--- src/rtl/discharge_pkg.sv ---
// ---------------------------------------------------------------------------
// | Module  : discharge_pkg                                                 |
// | Brief   : Shared FSM state encodings and gap classification codes for   |
// |           the discharge-gap breakdown classifier.                       |
// | Rev     : 1.0  initial release                                          |
// ---------------------------------------------------------------------------
`default_nettype none

package discharge_pkg;

  // Classifier sequencing states
  typedef enum logic [1:0] {
    ST_IDLE   = 2'd0,
    ST_BLANK  = 2'd1,
    ST_DETECT = 2'd2,
    ST_DONE   = 2'd3
  } state_e;

  // Gap classification codes reported on gap_class
  localparam logic [1:0] GC_NONE  = 2'b00;
  localparam logic [1:0] GC_SPARK = 2'b01;
  localparam logic [1:0] GC_SHORT = 2'b10;
  localparam logic [1:0] GC_OPEN  = 2'b11;

endpackage

`default_nettype wire

--- src/rtl/sample_run_filter.sv ---
// ---------------------------------------------------------------------------
// | Module  : sample_run_filter                                             |
// | Brief   : Counts consecutive qualifying samples; restarts on any        |
// |           non-qualifying sample, holds between samples, saturates at    |
// |           FILTER_LEN and flags when the run length is reached.          |
// | Rev     : 1.0  initial release                                          |
// ---------------------------------------------------------------------------
`default_nettype none

module sample_run_filter #(
  parameter int FILTER_LEN = 10
) (
  input  logic clk,
  input  logic rst_n,
  input  logic clr,   // start of a new measurement
  input  logic en,    // a sample is presented this cycle
  input  logic hit,   // the sample satisfies the condition
  output logic full   // run length has reached FILTER_LEN
);

  localparam int CW = (FILTER_LEN < 1) ? 1 : $clog2(FILTER_LEN + 1);
  localparam logic [CW-1:0] CNT_MAX = CW'(FILTER_LEN);

  logic [CW-1:0] cnt_q;
  logic [CW-1:0] cnt_d;

  // Next run length: clear, advance with saturation, or restart on a miss
  always_comb begin
    cnt_d = cnt_q;
    if (clr) begin
      cnt_d = '0;
    end else if (en) begin
      if (!hit) begin
        cnt_d = '0;
      end else if (cnt_q != CNT_MAX) begin
        cnt_d = cnt_q + 1'b1;
      end
    end
  end

  // Run-length register
  always_ff @(posedge clk or negedge rst_n) begin
    if (!rst_n) begin
      cnt_q <= '0;
    end else begin
      cnt_q <= cnt_d;
    end
  end

  assign full = (cnt_q == CNT_MAX);

endmodule

`default_nettype wire

--- src/rtl/breakdown_classifier.sv ---
// ---------------------------------------------------------------------------
// | Module  : breakdown_classifier                                          |
// | Brief   : Classifies a discharge gap as spark, short or open after an   |
// |           arm pulse, ignoring the voltage-rise blanking window and      |
// |           reporting the ignition delay of a spark.                      |
// | Option  : BREAKDOWN_STATS_EN adds saturating per-class event counters.  |
// | Rev     : 1.0  initial release                                          |
// ---------------------------------------------------------------------------
`default_nettype none

module breakdown_classifier
  import discharge_pkg::*;
#(
  parameter int DW           = 16,
  parameter int TW           = 16,
  parameter int BLANK_CYCLES = 300,
  parameter int FILTER_LEN   = 10
) (
  input  logic                 clk,
  input  logic                 rst_n,
  input  logic                 sample_valid,
  input  logic signed [DW-1:0] sample_voltage,
  input  logic signed [DW-1:0] sample_current,
  input  logic                 arm,
  input  logic                 abort,
  input  logic signed [DW-1:0] cfg_vol_hi,
  input  logic signed [DW-1:0] cfg_vol_lo,
  input  logic signed [DW-1:0] cfg_short_vol,
  input  logic signed [DW-1:0] cfg_cur_min,
  input  logic                 cfg_cur_check,
  input  logic        [TW-1:0] cfg_timeout,
  output logic                 is_breakdown,
  output logic        [1:0]    gap_class,
  output logic                 class_valid,
  output logic        [TW-1:0] ignition_delay
`ifdef BREAKDOWN_STATS_EN
  ,
  input  logic                 stats_clr,
  output logic        [31:0]   spark_count,
  output logic        [31:0]   short_count,
  output logic        [31:0]   open_count
`endif
);

  localparam int BW = (BLANK_CYCLES < 2) ? 1 : $clog2(BLANK_CYCLES + 1);

  state_e          state_q, state_d;
  logic [BW-1:0]   blank_q, blank_d;
  logic [TW-1:0]   delay_q, delay_d;
  logic [1:0]      gap_q, gap_d;
  logic            brk_q, brk_d;
  logic            cv_q, cv_d;
  logic [TW-1:0]   ign_q, ign_d;
  logic            filt_clr;

  logic            spark_cond, short_cond;
  logic            spark_full, short_full;
  logic            filt_en;
  logic            blank_last;
  logic [TW-1:0]   delay_inc;

  // Signed window / threshold tests on the current sample
  always_comb begin
    spark_cond = (sample_voltage >= cfg_vol_lo) && (sample_voltage <= cfg_vol_hi)
                 && (!cfg_cur_check || (sample_current >= cfg_cur_min));
    short_cond = (sample_voltage < cfg_short_vol);
  end

  assign filt_en    = (state_q == ST_DETECT) && sample_valid;
  assign blank_last = ((32'(blank_q) + 32'd1) >= 32'(BLANK_CYCLES));
  assign delay_inc  = (&delay_q) ? delay_q : (delay_q + 1'b1);

  sample_run_filter #(.FILTER_LEN(FILTER_LEN)) u_spark_filter (
    .clk   (clk),
    .rst_n (rst_n),
    .clr   (filt_clr),
    .en    (filt_en),
    .hit   (spark_cond),
    .full  (spark_full)
  );

  sample_run_filter #(.FILTER_LEN(FILTER_LEN)) u_short_filter (
    .clk   (clk),
    .rst_n (rst_n),
    .clr   (filt_clr),
    .en    (filt_en),
    .hit   (short_cond),
    .full  (short_full)
  );

  // Sequencing: next state, delay/blank counters and classification results
  always_comb begin
    state_d  = state_q;
    blank_d  = blank_q;
    delay_d  = delay_q;
    gap_d    = gap_q;
    brk_d    = brk_q;
    cv_d     = 1'b0;
    ign_d    = ign_q;
    filt_clr = 1'b0;

    case (state_q)
      ST_IDLE, ST_DONE: begin
        if (arm) begin
          state_d  = (BLANK_CYCLES == 0) ? ST_DETECT : ST_BLANK;
          blank_d  = '0;
          delay_d  = '0;
          gap_d    = GC_NONE;
          brk_d    = 1'b0;
          filt_clr = 1'b1;
        end
      end
      ST_BLANK: begin
        delay_d = delay_inc;
        if (blank_last) begin
          state_d = ST_DETECT;
        end else begin
          blank_d = blank_q + 1'b1;
        end
      end
      ST_DETECT: begin
        delay_d = delay_inc;
        // Short outranks spark; any filter decision outranks the timeout
        if (short_full) begin
          state_d = ST_DONE;
          gap_d   = GC_SHORT;
          brk_d   = 1'b0;
          cv_d    = 1'b1;
        end else if (spark_full) begin
          state_d = ST_DONE;
          gap_d   = GC_SPARK;
          brk_d   = 1'b1;
          cv_d    = 1'b1;
          ign_d   = delay_q;
        end else if (delay_q >= cfg_timeout) begin
          state_d = ST_DONE;
          gap_d   = GC_OPEN;
          brk_d   = 1'b0;
          cv_d    = 1'b1;
        end
      end
      default: state_d = ST_IDLE;
    endcase

    // Abort overrides everything, including a simultaneous arm or decision
    if (abort) begin
      state_d = ST_IDLE;
      brk_d   = 1'b0;
      cv_d    = 1'b0;
    end
  end

  // Sequencing and result registers
  always_ff @(posedge clk or negedge rst_n) begin
    if (!rst_n) begin
      state_q <= ST_IDLE;
      blank_q <= '0;
      delay_q <= '0;
      gap_q   <= GC_NONE;
      brk_q   <= 1'b0;
      cv_q    <= 1'b0;
      ign_q   <= '0;
    end else begin
      state_q <= state_d;
      blank_q <= blank_d;
      delay_q <= delay_d;
      gap_q   <= gap_d;
      brk_q   <= brk_d;
      cv_q    <= cv_d;
      ign_q   <= ign_d;
    end
  end

  assign is_breakdown   = brk_q;
  assign gap_class      = gap_q;
  assign class_valid    = cv_q;
  assign ignition_delay = ign_q;

`ifdef BREAKDOWN_STATS_EN
  logic [31:0] spark_cnt_q, spark_cnt_d;
  logic [31:0] short_cnt_q, short_cnt_d;
  logic [31:0] open_cnt_q,  open_cnt_d;

  // Per-class saturating event counters; clear outranks increment
  always_comb begin
    spark_cnt_d = spark_cnt_q;
    short_cnt_d = short_cnt_q;
    open_cnt_d  = open_cnt_q;
    if (stats_clr) begin
      spark_cnt_d = '0;
      short_cnt_d = '0;
      open_cnt_d  = '0;
    end else if (cv_d) begin
      if (gap_d == GC_SPARK && !(&spark_cnt_q)) spark_cnt_d = spark_cnt_q + 1'b1;
      if (gap_d == GC_SHORT && !(&short_cnt_q)) short_cnt_d = short_cnt_q + 1'b1;
      if (gap_d == GC_OPEN  && !(&open_cnt_q))  open_cnt_d  = open_cnt_q + 1'b1;
    end
  end

  // Statistics registers
  always_ff @(posedge clk or negedge rst_n) begin
    if (!rst_n) begin
      spark_cnt_q <= '0;
      short_cnt_q <= '0;
      open_cnt_q  <= '0;
    end else begin
      spark_cnt_q <= spark_cnt_d;
      short_cnt_q <= short_cnt_d;
      open_cnt_q  <= open_cnt_d;
    end
  end

  assign spark_count = spark_cnt_q;
  assign short_count = short_cnt_q;
  assign open_count  = open_cnt_q;
`endif

endmodule

`default_nettype wire

--- config.mk ---
export PLATFORM = sky130hd
export DESIGN_NAME = breakdown_classifier
export DESIGN_NICKNAME = d
export VERILOG_FILES = /design/src/rtl/discharge_pkg.sv /design/src/rtl/sample_run_filter.sv /design/src/rtl/breakdown_classifier.sv
export SDC_FILE = /design/constraint.sdc
export NUM_CORES = 1
export LEC_CHECK = 0
export BUFFER_PORTS_ARGS = -buffer_cell sky130_fd_sc_hd__buf_4
export CORE_MARGIN = 5
export CORE_UTILIZATION = 54
export DETAILED_ROUTE_END_ITERATION = 7
export PLACE_DENSITY = 0.82
export SLEW_MARGIN = 20
export SYNTH_ARGS = -nofsm -noshare
export SYNTH_HDL_FRONTEND = slang
export SYNTH_SLANG_ARGS = --single-unit
--- constraint.sdc ---
create_clock -name clk -period 2.6 [get_ports clk]
set_input_delay 0.52 -clock clk [delete_from_list [all_inputs] [get_ports clk]]
set_output_delay 0.52 -clock clk [all_outputs]
set_load 0.01 [all_outputs]
==> flow_metrics.tcl <==
set metrics [dict create \
    fp.dieArea_um2 11000 \
    yosys.cell_count.top_type "sky130_fd_sc_hd__inv_1" \
    setup.reg_to_reg.worst_slack_ns 0.23 \
    timing.max_slew.rel_slack_pct 53.8 \
    finalMaxSlewViolations 0 \
    cts_buffer_depth 2 \
    number_of_antenna_violations_at_the_first_check_in_global_routing 0 \
    vias_per_cell 5.50 \
    finalClockSkew_ns 0.00628 \
    synthCells 552 \
    ys_dominant_reg_cell "sky130_fd_sc_hd__dfrtp_1" \
    grt_pass1_wl_um 19600 \
    initialDrtViolationCount 155 \
    drt_pass1_iterations 4 \
    cp_data_required_time_ns 2.81 \
    cts_hold_repair.buffers 0 \
    synth_async_sr_flop_share_pct 100 \
    tritoncts "yes" \
    critical_path.cell_chain "ha_1 -> nand2_1 -> or2_0 -> o41a_1 -> nand4_4 -> o21a_4 -> o21ai_1 -> o31ai_1" \
    final.period_utilization_pct 91.3 \
    chipWidth_um 105 \
    ir_worst_vdd_mv 0.366 \
    areaGrowthSynthToFinish_pct 25.6 \
    cts_num_sinks 55 \
    totalWireLength_um 11700 \
    cts.repair_timing.setup_buffer_count 0 \
    critPathCaptureType "flip-flop" \
    ys_types 59 \
    total_leakage_power_nw 3.41 \
    maxClockFrequency_mhz 421 \
    result_of_the_run "finished, final reports clean" \
    antenna_violating_nets_post_route 0 \
    start_util_pct 55.7 \
    worst_ep_arrival_time_ns 2.59 \
    wl_per_cell_um 14.5 \
    final_net_count 900 \
    floorplan.core_area_um2 8760 \
    timing.rr.end "blank_q[3]" \
    power.density_nw_per_um2 436 \
    number_of_global_route_vias_before_repair 4317 \
    fp.dieH_um 105 \
    htreeDepth 2 \
    max_cap_violation_count 0 \
    avgSynthCellArea_um2 8.84 \
    startpoint_type "flip-flop" \
    synth.net_count 757 \
    synth_edf_count 0 \
    mappedNetlistArea_um2 4880 \
    synth-warning-count 0 \
    netlist_top_cells_area "sky130_fd_sc_hd__dfrtp_1 28%, sky130_fd_sc_hd__ha_1 22%, sky130_fd_sc_hd__inv_1 7.0%, sky130_fd_sc_hd__a21oi_1 3.8%, sky130_fd_sc_hd__mux2_2 3.5%" \
    critical_path_class "reg2reg" \
    routed-via-count 4413 \
    placementRows 34 \
    clock_latency_ns 0.31 \
    portion_of_the_post_synthesis_area_used_by_sequential_elements_pct 28.2 \
    grt_start_max_net_pins 56 \
    finalWeightedCongestion 0.872 \
    finalHoldViolations 0 \
    path_clk_slew_ns 0.09 \
    place.detailed.hpwl_um 9750 \
    share_of_post_route_cells_with_drive_strength_above_1_pct 26.6 \
    ys_ff_latch 55 \
    layout_setup_ws_ns 0.226 \
    finalHoldWorstSlack_ns 0.234 \
    worst_r2r_startpoint "blank_q[0]" \
    pin_count 138 \
    rr_worst_depth 8 \
    setup_viol_count_final 0 \
    global_route.overflow_total 0 \
    netlist.area_leader.share_pct 28.2 \
    netlist_top_cells_count "91 x sky130_fd_sc_hd__inv_1, 87 x sky130_fd_sc_hd__ha_1, 55 x sky130_fd_sc_hd__dfrtp_1" \
    rsz0062_at_grt "false" \
    cts_repair_resized_insts 0 \
    drc 0 \
    worst-slew-pin-transition_ns 0.693 \
    synth_area_leader_cell "sky130_fd_sc_hd__dfrtp_1" \
    finalCriticalPeriod_ns 2.37 \
    critical-path-max-stage-delay_ns 0.46 \
    grt.total_usage_pct 20.6 \
    crit_fanout 17 \
    cts_inserted_buffers 5 \
    fin_setup_tns_ns 0 \
    antenna_cells_inserted 0 \
    min-delay-path-class "in2async" \
    worst_slack_at_placement_ns -0.0445 \
    cell_type_of_the_slowest_stage_on_the_worst_timing_path "sky130_fd_sc_hd__o41a_1" \
    root_buffer "sky130_fd_sc_hd__clkbuf_8" \
    port_buffers 137 \
]
-- cell usage in the layout, fill, tap and decap left out, types with 6 or more instances in the layout --
cell / Yosys / layout
sky130_fd_sc_hd__o211ai_1: 7 / 7
sky130_fd_sc_hd__nor2_1: 33 / 33
sky130_fd_sc_hd__a21o_1: 19 / 19
sky130_fd_sc_hd__nand3_1: 10 / 10
sky130_fd_sc_hd__nor2b_1: 9 / 9
sky130_fd_sc_hd__o21ai_1: 14 / 14
sky130_fd_sc_hd__mux2_2: 15 / 15
sky130_fd_sc_hd__a21oi_1: 37 / 37
sky130_fd_sc_hd__dfrtp_1: 55 / 55
sky130_fd_sc_hd__nand2_1: 36 / 36
sky130_fd_sc_hd__inv_1: 91 / 91
sky130_fd_sc_hd__nand4_1: 19 / 19
sky130_fd_sc_hd__xnor2_1: 6 / 6
sky130_fd_sc_hd__buf_4: 2 / 145
sky130_fd_sc_hd__o21ai_0: 15 / 15
sky130_fd_sc_hd__nand2b_1: 8 / 8
sky130_fd_sc_hd__ha_1: 87 / 87
sky130_fd_sc_hd__xor2_1: 10 / 10
-- layout make-up --
| cell class | count | area (µm²) |
|---|---|---|
| flip-flops and latches | 55 | 1380 |
| clock buffers | 6 | 72.6 |
| repair buffers | 145 | 1090 |
| inverters | 91 | 342 |
| well taps | 108 | 135 |
| multi-input cells | 397 | 3090 |
| clock inverters | 1 | 30.0 |
| fillers | 677 | 2630 |
-- how the worst max path moves through the flow --
stage,start,slack (ns),depth (start not counted),end
detailed placement,sample_current[9],-0.04,10,u_spark_filter.cnt_q[0]
CTS,blank_q[0],0.24,8,blank_q[4]
floorplan,cfg_cur_min[10],0.21,10,u_spark_filter.cnt_q[0]
global route,blank_q[0],0.06,8,blank_q[4]
finish,blank_q[0],0.23,8,blank_q[3]
global placement,sample_current[9],-0.006,10,u_spark_filter.cnt_q[0]
-- metrics by stage --
| stage | power, mW | utilization, % | area (µm²) | instances |
|---|---|---|---|---|
| detailed placement | 2.14 | 68.8 | 6030 | 796 |
| floorplan | 1.79 | - | 4880 | 552 |
| CTS | 2.68 | 70.0 | 6130 | 803 |
| finish | 2.67 | 70.0 | 6130 | 803 |
| global placement | 2.08 | 68.8 | 6030 | 796 |
| global route | 2.88 | 70.0 | 6130 | 803 |
-- registers in the layout, summed over array words and instances (netlist names) --
register	count
is_breakdown	1
state_q	2
u_short_filter.cnt_q	4
blank_q	9
gap_class	2
delay_q	16
class_valid	1
u_spark_filter.cnt_q	4
ignition_delay	16
-- critical path, delay by kind of cell (launching register included) --
| kind | cells | cell delay (ns) |
|---|---|---|
| compound gates | 4 | 0.86 |
| flops | 1 | 0.44 |
| fa+ha+maj | 1 | 0.32 |
| simple gates | 3 | 0.66 |
-- metal layers --
layer / vias up / global-route usage (%) / routed length (µm)
met3: 10 / 3.76 / 780
met2: 120 / 36.5 / 5700
met5: - / 0 / 0
met1: 2060 / 26.3 / 5080
met4: 0 / 4.11 / 124
li1: 2223 / - / -
-- power by group --
part | total [mW] | switching, mW | leakage [nW] | internal [mW]
Combinational | 1.11 | 0.608 | 2.60 | 0.499
Sequential | 1.01 | 0.0836 | 0.758 | 0.929
Clock | 0.553 | 0.270 | 0.0513 | 0.283
Total | 2.67 | 0.962 | 3.41 | 1.71
-- logic make-up (layout without fill, tap and decap cells) --
logic type / count (synthesis) / in the layout / share of synthesized area [%]
xor gates and xnor gates: 16 / 16 / 2.87
muxes: 20 / 20 / 4.49
adders and majority gates: 87 / 87 / 22.3
AOI/OAI and AO/OA: 124 / 124 / 16.7
buffers and inverters: 100 / 243 / 8.56
and+or+nand+nor: 150 / 150 / 16.9
DFF: 55 / 55 / 28.2
(Power assumes the default switching activity.)
